--- config.mk ---
export PLATFORM = sky130hd
export DESIGN_NAME = uart_tx_responder
export DESIGN_NICKNAME = d
export VERILOG_FILES = /design/src/rtl/uart_pkg.sv /design/src/rtl/uart_tx_responder_sync_fifo.sv /design/src/rtl/uart_tx_responder.sv
export SDC_FILE = /design/constraint.sdc
export NUM_CORES = 1
export LEC_CHECK = 0
export BUFFER_PORTS_ARGS = -buffer_cell sky130_fd_sc_hd__buf_4
export CORE_AREA = 3 3 125 127
export DETAILED_ROUTE_END_ITERATION = 8
export DIE_AREA = 0 0 128 130
export SLEW_MARGIN = 30
export SYNTH_ARGS = -nofsm -noshare
export SYNTH_HDL_FRONTEND = slang
export SYNTH_SLANG_ARGS = --single-unit
--- constraint.sdc ---
create_clock -name clk -period 3.08 [get_ports clk]
set_input_delay 0.308 -clock clk [delete_from_list [all_inputs] [get_ports clk]]
set_output_delay 0.308 -clock clk [all_outputs]
set_load 0.005 [all_outputs]
--- src/rtl/uart_pkg.sv ---
// Shared types and register map for the memory-mapped UART transmitter.
// The PARITY state is always declared; it is only reachable when UART_PARITY_EN is defined.
package uart_pkg;

    typedef enum logic [2:0] {
        IDLE,
        START,
        DATA,
        PARITY,
        STOP
    } tx_state_e;

    localparam logic [2:0] TXDATA_OFF = 3'h0;
    localparam logic [2:0] STATUS_OFF = 3'h4;

    localparam int ST_FULL_BIT  = 0;
    localparam int ST_EMPTY_BIT = 1;
    localparam int ST_BUSY_BIT  = 2;
    localparam int ST_OVF_BIT   = 3;
    localparam int ST_CNT_LSB   = 4;
    localparam int ST_CNT_MSB   = 7;

    localparam int BAUD_W = 16;

    // STATUS only has a 4-bit count field; deeper FIFOs report 15 when fuller than that.
    function automatic logic [3:0] sat_count4(input logic [31:0] cnt);
        return (cnt > 32'd15) ? 4'hF : cnt[3:0];
    endfunction

endpackage

--- src/rtl/uart_tx_responder_sync_fifo.sv ---
// Synchronous FIFO holding bytes waiting for transmission.
// The head entry is presented combinationally on rdata; push while full and pop while empty are ignored.
module sync_fifo #(
    parameter int WIDTH = 8,
    parameter int DEPTH = 8
) (
    input  logic                     clk,
    input  logic                     rst,
    input  logic                     push,
    input  logic                     pop,
    input  logic [WIDTH-1:0]         wdata,
    output logic [WIDTH-1:0]         rdata,
    output logic                     full,
    output logic                     empty,
    output logic [$clog2(DEPTH):0]   count
);

    localparam int AW = $clog2(DEPTH);
    localparam logic [AW:0]   FULL_CNT = (AW+1)'(DEPTH);
    localparam logic [AW:0]   CNT_ONE  = (AW+1)'(1);
    localparam logic [AW-1:0] PTR_ONE  = AW'(1);

    logic [WIDTH-1:0] mem [DEPTH];
    logic [AW-1:0]    wr_ptr;
    logic [AW-1:0]    rd_ptr;
    logic             do_push;
    logic             do_pop;

    // Full is judged on the count before the edge, so a push is refused even when a pop happens alongside it.
    assign full    = (count == FULL_CNT);
    assign empty   = (count == '0);
    assign do_push = push & ~full;
    assign do_pop  = pop & ~empty;
    assign rdata   = mem[rd_ptr];

    always_ff @(posedge clk) begin
        if (do_push) begin
            mem[wr_ptr] <= wdata;
        end
    end

    always_ff @(posedge clk) begin
        if (rst) begin
            wr_ptr <= '0;
            rd_ptr <= '0;
            count  <= '0;
        end else begin
            if (do_push) begin
                wr_ptr <= wr_ptr + PTR_ONE;
            end
            if (do_pop) begin
                rd_ptr <= rd_ptr + PTR_ONE;
            end
            case ({do_push, do_pop})
                2'b10:   count <= count + CNT_ONE;
                2'b01:   count <= count - CNT_ONE;
                default: count <= count;
            endcase
        end
    end

endmodule

--- src/rtl/uart_tx_responder.sv ---
// Memory-mapped 8N1 UART transmitter on the CPU data bus: TXDATA at BASE_ADDR+0, STATUS at BASE_ADDR+4.
// Define UART_PARITY_EN to append an even-parity bit before the stop bit (11-bit frames).
module uart_tx_responder
    import uart_pkg::*;
#(
    parameter logic [31:0] BASE_ADDR    = 32'h0000_F000,
    parameter int          CLKS_PER_BIT = 868,
    parameter int          FIFO_DEPTH   = 8
) (
    input  logic        clk,
    input  logic        rst,
    input  logic        clk_enable,
    input  logic [31:0] addr,
    input  logic        we,
    input  logic [31:0] data_in,
    output logic [31:0] data_out,
    output logic        sel,
    output logic        tx,
    output logic        irq_empty
);

    localparam int                CW        = $clog2(FIFO_DEPTH) + 1;
    localparam logic [BAUD_W-1:0] BAUD_LAST = BAUD_W'(CLKS_PER_BIT - 1);
    localparam logic [BAUD_W-1:0] BAUD_ONE  = BAUD_W'(1);

    // Bus decode
    logic [2:0]    offset;
    logic          bus_wr;
    logic          wr_txdata;
    logic          wr_status;
    logic          ovf_q;
    logic [31:0]   status_word;
    logic          unused_bits;

    // FIFO interface
    logic          fifo_push;
    logic          fifo_pop;
    logic [7:0]    fifo_rdata;
    logic          fifo_full;
    logic          fifo_empty;
    logic [CW-1:0] fifo_count;

    // Transmitter
    tx_state_e         state_q;
    tx_state_e         state_d;
    logic [BAUD_W-1:0] baud_q;
    logic [BAUD_W-1:0] baud_d;
    logic [2:0]        bit_q;
    logic [2:0]        bit_d;
    logic [7:0]        shift_q;
    logic [7:0]        shift_d;
    logic              tx_q;
    logic              tx_d;
    logic              bit_done;
    logic              busy;
`ifdef UART_PARITY_EN
    logic              parity_q;
    logic              parity_d;
`endif

    assign sel         = (addr[31:3] == BASE_ADDR[31:3]);
    assign offset      = {addr[2], 2'b00};
    assign bus_wr      = clk_enable & we & sel;
    assign wr_txdata   = bus_wr & (offset == TXDATA_OFF);
    assign wr_status   = bus_wr & (offset == STATUS_OFF);
    assign fifo_push   = wr_txdata;
    assign unused_bits = ^{addr[1:0], data_in[31:8]};

    sync_fifo #(
        .WIDTH (8),
        .DEPTH (FIFO_DEPTH)
    ) u_fifo (
        .clk   (clk),
        .rst   (rst),
        .push  (fifo_push),
        .pop   (fifo_pop),
        .wdata (data_in[7:0]),
        .rdata (fifo_rdata),
        .full  (fifo_full),
        .empty (fifo_empty),
        .count (fifo_count)
    );

    assign busy     = (state_q != IDLE);
    assign bit_done = (baud_q == BAUD_LAST);
    assign tx       = tx_q;

    always_comb begin
        status_word                         = '0;
        status_word[ST_CNT_MSB:ST_CNT_LSB]  = sat_count4(32'(fifo_count));
        status_word[ST_OVF_BIT]             = ovf_q;
        status_word[ST_BUSY_BIT]            = busy;
        status_word[ST_EMPTY_BIT]           = fifo_empty;
        status_word[ST_FULL_BIT]            = fifo_full;
    end

    // Bus-side registers: sticky overflow, read data, empty interrupt
    always_ff @(posedge clk) begin
        if (rst) begin
            ovf_q     <= 1'b0;
            data_out  <= '0;
            irq_empty <= 1'b1;
        end else begin
            if (wr_txdata && fifo_full) begin
                ovf_q <= 1'b1;
            end else if (wr_status && data_in[ST_OVF_BIT]) begin
                ovf_q <= 1'b0;
            end
            if (clk_enable) begin
                data_out <= (sel && (offset == STATUS_OFF)) ? status_word : '0;
            end
            irq_empty <= fifo_empty && (state_q == IDLE);
        end
    end

    // Transmit FSM state register; tx is registered so the pin never glitches
    always_ff @(posedge clk) begin
        if (rst) begin
            state_q <= IDLE;
            baud_q  <= '0;
            bit_q   <= '0;
            tx_q    <= 1'b1;
        end else begin
            state_q <= state_d;
            baud_q  <= baud_d;
            bit_q   <= bit_d;
            tx_q    <= tx_d;
        end
    end

    always_ff @(posedge clk) begin
        shift_q  <= shift_d;
`ifdef UART_PARITY_EN
        parity_q <= parity_d;
`endif
    end

    // tx_d is the level of the state being entered, so the pin lines up with the state register
    always_comb begin
        state_d  = state_q;
        baud_d   = baud_q;
        bit_d    = bit_q;
        shift_d  = shift_q;
        tx_d     = tx_q;
        fifo_pop = 1'b0;
`ifdef UART_PARITY_EN
        parity_d = parity_q;
`endif
        case (state_q)
            IDLE: begin
                tx_d = 1'b1;
                if (!fifo_empty) begin
                    fifo_pop = 1'b1;
                    shift_d  = fifo_rdata;
                    baud_d   = '0;
                    state_d  = START;
                    tx_d     = 1'b0;
`ifdef UART_PARITY_EN
                    parity_d = ^fifo_rdata;
`endif
                end
            end
            START: begin
                if (bit_done) begin
                    baud_d  = '0;
                    bit_d   = 3'd0;
                    state_d = DATA;
                    tx_d    = shift_q[0];
                end else begin
                    baud_d = baud_q + BAUD_ONE;
                end
            end
            DATA: begin
                if (bit_done) begin
                    baud_d = '0;
                    if (bit_q == 3'd7) begin
`ifdef UART_PARITY_EN
                        state_d = PARITY;
                        tx_d    = parity_q;
`else
                        state_d = STOP;
                        tx_d    = 1'b1;
`endif
                    end else begin
                        bit_d   = bit_q + 3'd1;
                        shift_d = {1'b0, shift_q[7:1]};
                        tx_d    = shift_q[1];
                    end
                end else begin
                    baud_d = baud_q + BAUD_ONE;
                end
            end
`ifdef UART_PARITY_EN
            PARITY: begin
                if (bit_done) begin
                    baud_d  = '0;
                    state_d = STOP;
                    tx_d    = 1'b1;
                end else begin
                    baud_d = baud_q + BAUD_ONE;
                end
            end
`endif
            STOP: begin
                if (bit_done) begin
                    baud_d  = '0;
                    state_d = IDLE;
                    tx_d    = 1'b1;
                end else begin
                    baud_d = baud_q + BAUD_ONE;
                end
            end
            default: begin
                state_d = IDLE;
                baud_d  = '0;
                tx_d    = 1'b1;
            end
        endcase
    end

endmodule

# Word level (Yosys, flattened, before mapping)
# Memory sizes are Yosys's and may differ from the RTL's. A register that Yosys moved wholly into a read port is not among the register bits.
# Index checks and enable logic that the tools add are counted.
totals:
  n_memories: 1
  output_inout_bits: 35
  word_cells: 90
  reg_bits: 75
  in_bits: 68
  ramBits: 64
op_classes:
  eq_ne: 15
  n_reduce_logical: 17
  muxes: 32
  add_sub_neg: 6
  n_bitwise: 8
memory_table:
  columns: ["name", "words", "width", "read_ports", "rd_ports_with_merged_regs", "write_ports", "line", "text"]
  rows:
  - ["u_fifo.mem", 8, 8, 1, 1, 1, "uart_tx_responder_sync_fifo.sv:23", "logic [WIDTH-1:0] mem [DEPTH];"]
ops:
  columns: ["operator", "n"]
  rows:
  - ["2-to-1 mux 16 bit", 2]
  - ["2-to-1 mux 8 bit", 4]
  - ["one-hot mux 16 bit (2 select lines)", 1]
  - ["equality test 29 x 13 -> 1 bit (second input constant)", 1]
  - ["2-to-1 mux 3 bit", 9]
  - ["adder 16 x 1 -> 16 bit (second input constant)", 1]
  - ["equality test 16 x 10 -> 1 bit (second input constant)", 1]
  - ["one-hot mux 8 bit (2 select lines)", 1]
  - ["inequality test 2 bit (second input constant)", 6]
  - ["one-hot mux 3 bit (4 select lines)", 1]
  - ["2-to-1 mux 1 bit", 11]
  - ["adder 3 x 1 -> 3 bit (second input constant)", 3]
  - ["one-hot mux 4 bit (2 select lines)", 1]
  - ["AND reduction 4 bit", 2]
  - ["nonzero test 2 bit", 4]
  - ["bitwise AND 1 bit", 6]
  - ["equality test 3 bit (second input constant)", 2]
  - ["logical NOT 3 bit", 2]
  - ["one-hot mux 3 bit (2 select lines)", 1]
  - ["AND reduction 5 bit", 1]
  - ["adder 4 x 1 -> 4 bit (second input constant)", 1]
  - ["equality test 4 bit (second input constant)", 1]
  - ["logical AND 1 bit", 4]
  - ["logical NOT 4 bit", 1]
  - ["10 further kinds", 11]

# Logic depth before layout (Yosys ltp)
# Gate-level depths: netlist of run 1.
depth:
  word_depth: 6
  ltp_mapped: 12
  depth_no_buf: 11

# By module
# A second synthesis of run 1 with hierarchy kept.
unflattened:
  cells_unflattened: 407
  hier_area_um2: 5368.9
by_module_without_submodules:
  columns: ["module", "cells_each", "instances", "area_per_inst_um2"]
  rows:
  - ["sync_fifo", 167, 1, 3126.7]
  - ["uart_tx_responder", 240, 1, 2242.2]

# Least setup slack after synthesis of run 1
# No wires, ideal clock.
synth_timing:
  path_kind: "input to register"
  startpoint: "input addr[18]"
  endpoint: "register u_fifo.count[2]"
  path_slack_ns: 0.313
  setup_ns: 0.070
  path_buffers: 0
  t_arrival_ns: 2.696
  stages: 11
  required_ns: 3.010
  path_cell_list: "nor4b_1 -> nand4_1 -> nor4b_2 -> inv_1 -> ha_1 -> xor2_1 -> ha_1 -> a21oi_1 -> xor2_1 -> or3_1 -> a21oi_1"
synth_via:
  elab_chain_len: 6
synth_rtl:
  columns: ["item", "line", "text"]
  rows:
  - ["start: declaration", "uart_tx_responder.sv:13", "input logic [31:0] addr,"]
  - ["equality test 29 x 13 -> 1 bit (*)", "uart_tx_responder.sv:61", "assign sel = (addr[31:3] == BASE_ADDR[31:3]);"]
  - ["bitwise AND 1 bit (*)", "uart_tx_responder.sv:63", "assign bus_wr = clk_enable & we & sel;"]
  - ["bitwise AND 1 bit (*)", "uart_tx_responder.sv:64", "assign wr_txdata = bus_wr & (offset == TXDATA_OFF);"]
  - ["bitwise AND 1 bit (*)", "uart_tx_responder_sync_fifo.sv:32", "assign do_push = push & ~full;"]
  - ["equality test 2 x 1 -> 1 bit or equality test 2 bit (tied branches)", "uart_tx_responder_sync_fifo.sv:54", "case ({do_push, do_pop})"]
  - ["one-hot mux 4 bit (2 select lines) or nonzero test 2 bit (tied branches)", null, null]
  - ["end signal: assignment", "uart_tx_responder_sync_fifo.sv:55", "2'b10: count <= count + CNT_ONE;"]
  - ["end signal: assignment", "uart_tx_responder_sync_fifo.sv:56", "2'b01: count <= count - CNT_ONE;"]
  - ["end signal: assignment", "uart_tx_responder_sync_fifo.sv:57", "default: count <= count;"]
  - ["end: declaration", "uart_tx_responder_sync_fifo.sv:15", "output logic [$clog2(DEPTH):0] count"]
# Mark *: on every way between the ends. The rest lies on a longest branch, timed or not.
# A chain may end at the register's enable or synchronous reset.

# Worst setup path after layout of run 1
layout_timing:
  startpoint: "register u_fifo.count[1]"
  endpoint: "register u_fifo.count[2]"
layout_via:
  elab_chain_len: 6
layout_rtl:
  columns: ["item", "line", "text"]
  rows:
  - ["logical NOT 4 bit", "uart_tx_responder_sync_fifo.sv:31", "assign empty = (count == '0);"]
  - ["2-to-1 mux 1 bit", "uart_tx_responder.sv:152", "if (!fifo_empty) begin"]
  - ["2-to-1 mux 1 bit", "uart_tx_responder.sv:149", "case (state_q)"]
  - ["bitwise AND 1 bit", "uart_tx_responder_sync_fifo.sv:33", "assign do_pop = pop & ~empty;"]
  - ["equality test 2 x 1 -> 1 bit or equality test 2 bit (tied branches)", "uart_tx_responder_sync_fifo.sv:54", null]
  - ["one-hot mux 4 bit (2 select lines) or nonzero test 2 bit (tied branches)", null, null]
# Parallel ways exist; a longest one is shown, timed or not.

==> run summary, run 1 <==
RSZ-0062 raised after global routing: no
Cell count after synthesis: 416
# rows: 44
First-pass GRT wire length: 16,100 um
Top-level port count: 103
Setup TNS: 0 ps
Total of max-cap violations: 0
Drc violations: 0
Hold Vio Cnt, Final: 0
Number of synthesized register bits: 118
Nets: 563
RR Startpoint: u_fifo.count[1]
Ys flop type: edfxtp_1
Vias: 3,327
Setup violations, final: 0
Crit path time final: 2500 ps
Clock buffer depth: 2
I/O Buffers: 52
Setup WS post-layout: 581 ps
Die area: 16,600 sq um
Die X: 128 um
WL/cell: 14.3 um
Max_slew headroom: 46.4%
Clk Latency, worst-skew pair: 410 ps
CP Data Required Time: 3430 ps
Ys async rst share: 0%
Post-synth top area share: 41.5%
Power Density: 584 nW/um^2
Antenna Diode Count: 0
PostCTS Resize Cnt: 0
Yosys warns: 0
Clk sinks: 118
Max-slew violations: 0
Setup repair bufs after CTS: 0
Fillers: 1,342
Hold/Removal Path Class: in -> reg
Vias/cell: 4.86
Commonest non-fill, non-tap cell in the layout: edfxtp_1
Routed Antenna Nets: 0
Dpl hpwl: 6750 um
Worst r2r dst: u_fifo.count[2]
Starting DRT DRC Count: 162
Synth area leaders: edfxtp_1, dfxtp_1, mux4_2
Hold_buf cts: 0
Slew at the pin closest to its max-slew limit: 803 ps
Status: finished, final reports clean
Via count of the first global-routing pass: 3,250
Total CTS buffers: 17
Largest net degree at the start of global routing: 33
R2R Setup Slk: 580 ps
EDFF count, synth: 72
Register area share after synthesis: 59.1%
Average cell area after synthesis: 12.5 sq um
Final core utilization: 43.9%
Synth cell types: 57
Initial antenna violation count: 0
Reg clk slew, reported paths: 60 ps
Final clock skew: 9.98 ps
Layout cells sized above 1: 26.2%
CTS root buffer: clkbuf_16
1st-pass router iterations: 4
Placer Congestion: 0.802
Leakage: 2.31 nW
Worst Path Class, Setup: reg -> reg
CP max FO: 9
Area Overhead vs Synth: 22.4%
CTS tree: yes
Core area: 14,500 sq um
Startpoint Class: flop
Period utilization: 81.1%
Most frequent cells in the layout: edfxtp_1, buf_4, dfxtp_1
CTS H-tree lvls: 4
Initial Util: 35.9%
Critical Path Sink: u_fifo.count[2]
Worst Reg-to-Reg Cells: 12
Mapped cell area: 5220 sq um
Setup crit end kind: flop
Setup Slack @ Placement: 262 ps
Fmax achieved: 0.400 GHz
Gr usage total: 12.6%
Wirelength, routed: 9780 um
Crit path launch: u_fifo.count[1]
Top cell type by total area after synthesis: edfxtp_1
Crit path DAT: 2840 ps
Die Height: 130 um
Max IR drop VDD: 0.350 mV
Grt ovf: 0
==> where the power goes <==
group | switching [mW] | internal, mW
sequential | 0.00000000183 | 1.67
combinational | 0.0372 | 0.0364
clock | 0.711 | 1.27
==> worst min-delay path by stage <==
stage / start / endpoint / slack [ps] / cells after the start
floorplan: data_in[0] / u_fifo.mem[0][0] / 410 / 0
detailed placement: bit_q[1] / bit_q[1] / 460 / 2
CTS: data_in[1] / u_fifo.mem[2][1] / 110 / 1
global placement: bit_q[1] / bit_q[1] / 440 / 2
finish: data_in[0] / u_fifo.mem[3][0] / 130 / 1
global route: data_in[0] / u_fifo.mem[2][0] / 120 / 1
==> cell families (layout without fill, tap and decap cells) <==
logic type,after synthesis,in the layout,synth area share (%)
simple gates,145,145,14.8
flops,118,118,59.1
compound gates,52,52,6.07
buf+inv,45,106,5.59
mux,28,28,9.21
xor+xnor,19,19,3.19
fa+ha+maj,8,8,1.92
other cells,1,24,0.0719
==> worst max-delay path, stage by stage (launching register included) <==
cell and delay (ps):
dfxtp_1 510, nor4b_1 100, buf_4 160, nor2_1 70
nor4b_2 230, inv_1 100, ha_1 250, xor2_1 160
ha_1 190, a21oi_1 140, xor2_1 90, or3_1 310
a21oi_1 130
==> Yosys cell counts, types with 4 or more instances <==
master / instances
nor2b_1: 10
xor2_1: 14
o21ai_0: 14
buf_4: 25
dfxtp_1: 46
and3_1: 4
nand4_1: 8
xnor2_1: 5
clkbuf_1: 10
nor4_1: 5
nor2_1: 45
nand3_1: 5
mux4_2: 16
mux2i_1: 12
nand2_1: 30
inv_1: 5
edfxtp_1: 72
a21oi_1: 21
ha_1: 8
a31oi_1: 4
nor3_1: 12
==> per-layer routing <==
layer  share of wire, %  global-route usage, %
met2                 51                   21.7
met3                4.3                   3.68
met1                 42                   14.1
met5                  0                      0
met4                2.4                   6.55
==> cell type report <==
cell class	count	area, sq um	area share, %
multi-input cells	276	1930	30.2
inverters	5	18.8	0.294
clock inverters	15	179	2.80
clock buffers	17	425	6.67
flip-flops and latches	118	3080	48.3
repair buffers	69	518	8.12
well taps	184	230	3.61
==> through the flow <==
stage	power, mW	hold WS [ps]	std cells	area (sq um)
after floorplan	1.75	407	439	5300
after global placement	1.78	443	652	5780
after detailed placement	1.78	460	652	5780
after CTS	3.77	109	684	6380
after global routing	3.84	122	684	6380
final	3.73	129	684	6380
==> registers in the layout, summed over array words and instances (netlist names), named ones only <==
signal         flops
u_fifo.mem        64
baud_q            16
data_out           8
shift_q            8
u_fifo.count       4
bit_q              3
state_q            3
u_fifo.rd_ptr      3
u_fifo.wr_ptr      3
irq_empty          1
ovf_q              1
tx                 1
Power figures use the tool's default switching activity.
==> inputs of run 2 (changes only) <==
==> constraint.sdc (replaced) <==
create_clock -name clk -period 2.2 [get_ports clk]
set_input_delay 0.22 -clock clk [delete_from_list [all_inputs] [get_ports clk]]
set_output_delay 0.22 -clock clk [all_outputs]
set_load 0.005 [all_outputs]
==> run 2 against run 1 <==
  * Maximum frequency grew 16%
  * Global-route usage grew 0.24 points
  * Hold slack lost 88 ps
  * Clock skew shrank 2.6 ps
  * Clock power grew 28%
  * Utilization grew 2.2 points
  * Count of clock-buffer cells in the layout grew 1
==> run summary, run 2 (synthesis results as in run 1) <==
Status: finished, final reports clean
Commonest non-fill, non-tap cell in the layout: buf_4
1st-pass router iterations: 4
Final core utilization: 46.1%
Total of max-cap violations: 0
Hold Vio Cnt, Final: 0
Vias: 3,453
Hold/Removal Path Class: in -> reg
Placer Congestion: 0.752
Max IR drop VDD: 0.497 mV
Clk Latency, worst-skew pair: 420 ps
Area Overhead vs Synth: 28.4%
Critical Path Max Stage Delay: 440 ps
Wirelength, routed: 9900 um
Drc violations: 0
Crit path max-delay cell type: or3_1
Period utilization: 97.6%
Leakage: 2.47 nW
Antenna Diode Count: 0
Via count of the first global-routing pass: 3,416
Crit path cell chain: or3_1 > nor2_4 > buf_4 > ha_4 > nor4bb_2 > o21ai_1 > o31ai_2 > xnor2_1 > nor2_1
Dpl hpwl: 6970 um
Die X: 128 um
Top flop regs: u_fifo.mem: 64 flops, baud_q: 16 flops
Area after DPL: 6060 sq um
# rows: 44
Die Height: 130 um
Worst Path Class, Setup: reg -> reg
Starting DRT DRC Count: 212
Clock buffer depth: 2
CTS root buffer: clkbuf_16
Most frequent cells in the layout: buf_4, edfxtp_1, nor2_1, dfxtp_1, nand2_1
CP Data Required Time: 2490 ps
Cell family with most CP delay: simple AND/OR/NAND/NOR gates
Reg clk slew, reported paths: 60 ps
Most flops, register: u_fifo.mem
Fin area: 6690 sq um
WL/cell: 14.0 um
Clk sinks: 118
Grt ovf: 0
Hold_buf cts: 0
Fmax achieved: 0.466 GHz
CTS H-tree lvls: 4
Setup violations, final: 0
Max-slew violations: 0
Total CTS buffers: 17
First-pass GRT wire length: 16,500 um
Nets: 588
Slew at the pin closest to its max-slew limit: 571 ps
Buf+Inv Stages, Crit Path: 1
Routed Antenna Nets: 0
Power Density: 745 nW/um^2
Final clock skew: 7.41 ps
CP max FO: 6
CTS tree: yes
Setup crit end kind: flop
Layout cells sized above 1: 33.3%
Crit path DAT: 2440 ps
Crit path time final: 2150 ps
HP Start: data_in[1]
Initial antenna violation count: 0
RR Startpoint: state_q[0]
Vias/cell: 4.87
Hold WS: 41.2 ps
Crit path launch: state_q[0]
Initial Util: 35.9%
Gr usage total: 12.8%
Top-level port count: 103
RSZ-0062 raised after global routing: yes
I/O Buffers: 52
Core area: 14,500 sq um
Max reg flops: 64
Largest net degree at the start of global routing: 33
Die area: 16,600 sq um
Startpoint Class: flop
Max_slew headroom: 61.0%
[run 2: cell types whose count changed in the layout (fill, tap and decap cells not counted), sizes merged]
cell      delta
clkbuf       +1
bufinv       -2
clkinvlp     -1
buf         +25
inv          +1
clkinv       +1
[run 2: final cells by class]
cell class	instances	area, sq um
clock buffers	18	429
clock inverters	14	129
fillers	1297	7840
inverters	5	18.8
multi-input cells	276	2070
flip-flops and latches	118	3090
well taps	184	230
repair buffers	94	731
[run 2: path summary, 6_finish.rpt]
kind,endpoint,slack [ps],depth (start not counted)
min reg2reg,bit_q[1],470,2
min,u_fifo.mem[2][1],40,1
max,u_fifo.count[3],50,9
max reg2reg,u_fifo.count[3],50,9
[run 2: report_power, final]
part           internal (mW)  total, mW  switching [mW]
logic                 0.0548      0.111          0.0565
clock network           1.56       2.54           0.981
registers               2.34       2.34   0.00000000204
[run 2: worst register-to-register path: stages, from the launching register on]
cell and delay, ps:
dfxtp_1 310, or3_1 440, nor2_4 180, buf_4 190
ha_4 230, nor4bb_2 290, o21ai_1 120, o31ai_2 70
xnor2_1 150, nor2_1 50
[run 2: repair_timing]
item                       CTS  global route
gates resized for setup      2            12
setup endpoints to repair    1             4
setup buffers                0             2
pin swaps                    1             5
[run 2: stage by stage]
stage	TNS [ps]	setup slack [ps]	instances	power (mW)
final	0	52.0	709	4.99
after global routing	-82.6	-62.9	709	5.15
after CTS	-8.11	-8.11	708	5.05
after detailed placement	-462	-243	676	2.50
after global placement	-390	-196	676	2.49
after floorplan	-351	-206	439	2.45
[run 2: layer usage]
metal | vias to the layer above | track usage (%) | routed length [um]
li1 | 1685 | - | -
met1 | 1662 | 14.4 | 4060
met2 | 89 | 22.0 | 5090
met3 | 17 | 4.38 | 541
met4 | 0 | 5.93 | 201
met5 | - | 0 | 0
==> inputs of run 3 (changes only) <==
--- a/config.mk
+++ b/config.mk
@@ -6,10 +6,11 @@
 export NUM_CORES = 1
 export LEC_CHECK = 0
 export BUFFER_PORTS_ARGS = -buffer_cell sky130_fd_sc_hd__buf_4
-export CORE_AREA = 3 3 125 127
+export CORE_AREA = 2 2 150 152
 export DETAILED_ROUTE_END_ITERATION = 8
-export DIE_AREA = 0 0 128 130
+export DIE_AREA = 0 0 152 154
 export SLEW_MARGIN = 30
 export SYNTH_ARGS = -nofsm -noshare
 export SYNTH_HDL_FRONTEND = slang
+export SYNTH_HIERARCHICAL = 1
 export SYNTH_SLANG_ARGS = --single-unit
==> run 3 against run 2 <==
  * The flow now finishes with violations (setup timing)
  * Register-to-register slack got worse by 190 ps
  * First-iteration DRC count fell by 32%
  * Count of clock-buffer cells in the layout fell by 1
  * Sequential power barely moved
  * Synthesized cell count fell by 2.2%
  * Critical endpoint is now u_fifo/count[3]
==> run summary, run 3 <==
Status: complete, but fails checks
Failing checks: setup timing
Number of synthesized register bits: 118
CTS root buffer: clkbuf_16
Commonest non-fill, non-tap cell in the layout: buf_4
Hold WS: 22.4 ps
Final core utilization: 32.7%
Top flop regs: u_fifo/mem: 64 flops, baud_q: 16 flops
I/O Buffers: 52
Worst Path Class, Setup: reg -> reg
Clk Latency, worst-skew pair: 430 ps
Nets: 576
Initial Util: 24.8%
Total CTS buffers: 17
Hold Vio Cnt, Final: 0
CP max FO: 3
Dpl hpwl: 7740 um
Routed Antenna Nets: 0
Vias: 3,583
CTS tree: yes
RSZ-0062 raised after global routing: yes
Die X: 152 um
Post-synth top area share: 40.3%
Most common cell in the netlist: edfxtp_1
Cell count after synthesis: 407
Fmax achieved: 0.428 GHz
# rows: 54
Power Density: 721 nW/um^2
Die area: 23,400 sq um
Crit path DAT: 2640 ps
R2R Setup Slk: -140 ps
Vias/cell: 4.52
Layout cells sized above 1: 36.1%
Yosys warns: 6
Via count of the first global-routing pass: 3,652
Slew at the pin closest to its max-slew limit: 644 ps
Leakage: 2.51 nW
Setup WS post-layout: -136 ps
Setup violations, final: 2
Max_slew headroom: 56.9%
Grt ovf: 0
Wirelength, routed: 11,600 um
EDFF count, synth: 72
Ys async rst share: 0%
Max IR drop VDD: 0.887 mV
Largest net degree at the start of global routing: 37
Crit path time final: 2340 ps
Most frequent cells in the layout: buf_4, edfxtp_1, dfxtp_1
Clk sinks: 118
Area Overhead vs Synth: 32.1%
Synth area leaders: edfxtp_1, dfxtp_1, mux4_1
Final clock skew: 13.3 ps
Mapped cell area: 5370 sq um
Starting DRT DRC Count: 144
Ys flop type: edfxtp_1
Drc violations: 0
Period utilization: 106%
Most flops, register: u_fifo/mem
Setup crit end kind: flop
Register area share after synthesis: 57.4%
Clock buffer depth: 2
Die Height: 154 um
CTS H-tree lvls: 4
Synth cell types: 63
Total of max-cap violations: 0
Initial antenna violation count: 0
Setup TNS: -230 ps
WL/cell: 14.7 um
Average cell area after synthesis: 13.2 sq um
CP Data Required Time: 2510 ps
Top cell type by total area after synthesis: edfxtp_1
Core area: 21,700 sq um
Synth top cells by count: edfxtp_1, dfxtp_1, buf_4, nor2_1, nand2_1
Placer Congestion: 0.797
Antenna Diode Count: 0
1st-pass router iterations: 5
Max reg flops: 64
Max-slew violations: 0
Startpoint Class: flop
Gr usage total: 10.1%
Hold/Removal Path Class: in -> reg
Reg clk slew, reported paths: 70 ps
First-pass GRT wire length: 18,700 um
Top-level port count: 103
==> run 3: changes by cell type in the layout (fill, tap and decap cells not counted), sizes merged, moves of 7 or more <==
cell    change
mux2i      -10
a21oi      -10
mux2       +16
inv         +8
nor2       -24
a211oi      +7
nand2      -10
a22o        +8
==> run 3: final cells by class <==
type	instances	area (sq um)
clock buffers	17	425
clock inverters	15	149
fillers	2094	14600
inverters	6	22.5
multi-input cells	261	2260
flip-flops and latches	118	3090
well taps	280	350
repair buffers	96	803
==> run 3: worst paths after layout <==
kind                                  from          endpoint  cells past startpoint
worst min register to register   baud_q[0]         baud_q[0]                      2
worst max register to register  state_q[2]   u_fifo/count[3]                     10
worst min-delay path            data_in[7]  u_fifo/mem[6][7]                      1
worst max-delay path            state_q[2]   u_fifo/count[3]                     10
==> run 3: logic make-up after synthesis <==
group                      after synthesis  share of synthesized area (%)
buffers and inverters                   51                           6.11
xor gates and xnor gates                11                           1.79
and+or+nand+nor                        126                           13.6
other                                    1                         0.0698
DFF                                    118                           57.4
AOI/OAI and AO/OA                       58                           7.67
adders and majority gates                8                           1.86
muxes                                   34                           11.5
==> run 3: stage by stage <==
stage	power (mW)	cells	instance area [sq um]	setup slack, ps
floorplan	2.44	430	5550	-359
global placement	2.49	756	6350	-344
detailed placement	2.49	756	6350	-493
CTS	5.17	791	7010	-97.1
global route	5.29	793	7090	-220
finish	5.11	793	7090	-136
==> run 3: power breakdown <==
part / switching, mW / internal [mW] / leakage (nW)
clock network: 1.15 / 1.50 / 0.278
registers: 0.0000000000891 / 2.34 / 1.02
logic: 0.0610 / 0.0529 / 1.21
==> run 3: per-layer routing <==
metal / vias up / track usage [%] / share of wire [%]
li1: 1722 / - / -
met1: 1768 / 11.6 / 42
met2: 74 / 17.4 / 52
met3: 19 / 3.10 / 3.5
met4: 0 / 4.32 / 1.7
met5: - / 0 / 0
==> run 3: timing repair <==
item                       in CTS  in global routing
setup endpoints to repair      10                 36
pin swaps                       9                  7
hold buffers                    0                  0
gates resized for setup        13                 14
buffers inserted                3                  2
==> run 3: worst max-delay path: stages (launching register included) <==
cell	delay [ps]
dfxtp_2	320
or3_4	400
nor2_4	110
o41a_1	240
buf_6	130
ha_4	130
buf_6	100
nor2b_4	130
a31oi_2	40
o32ai_2	300
mux2_4	330
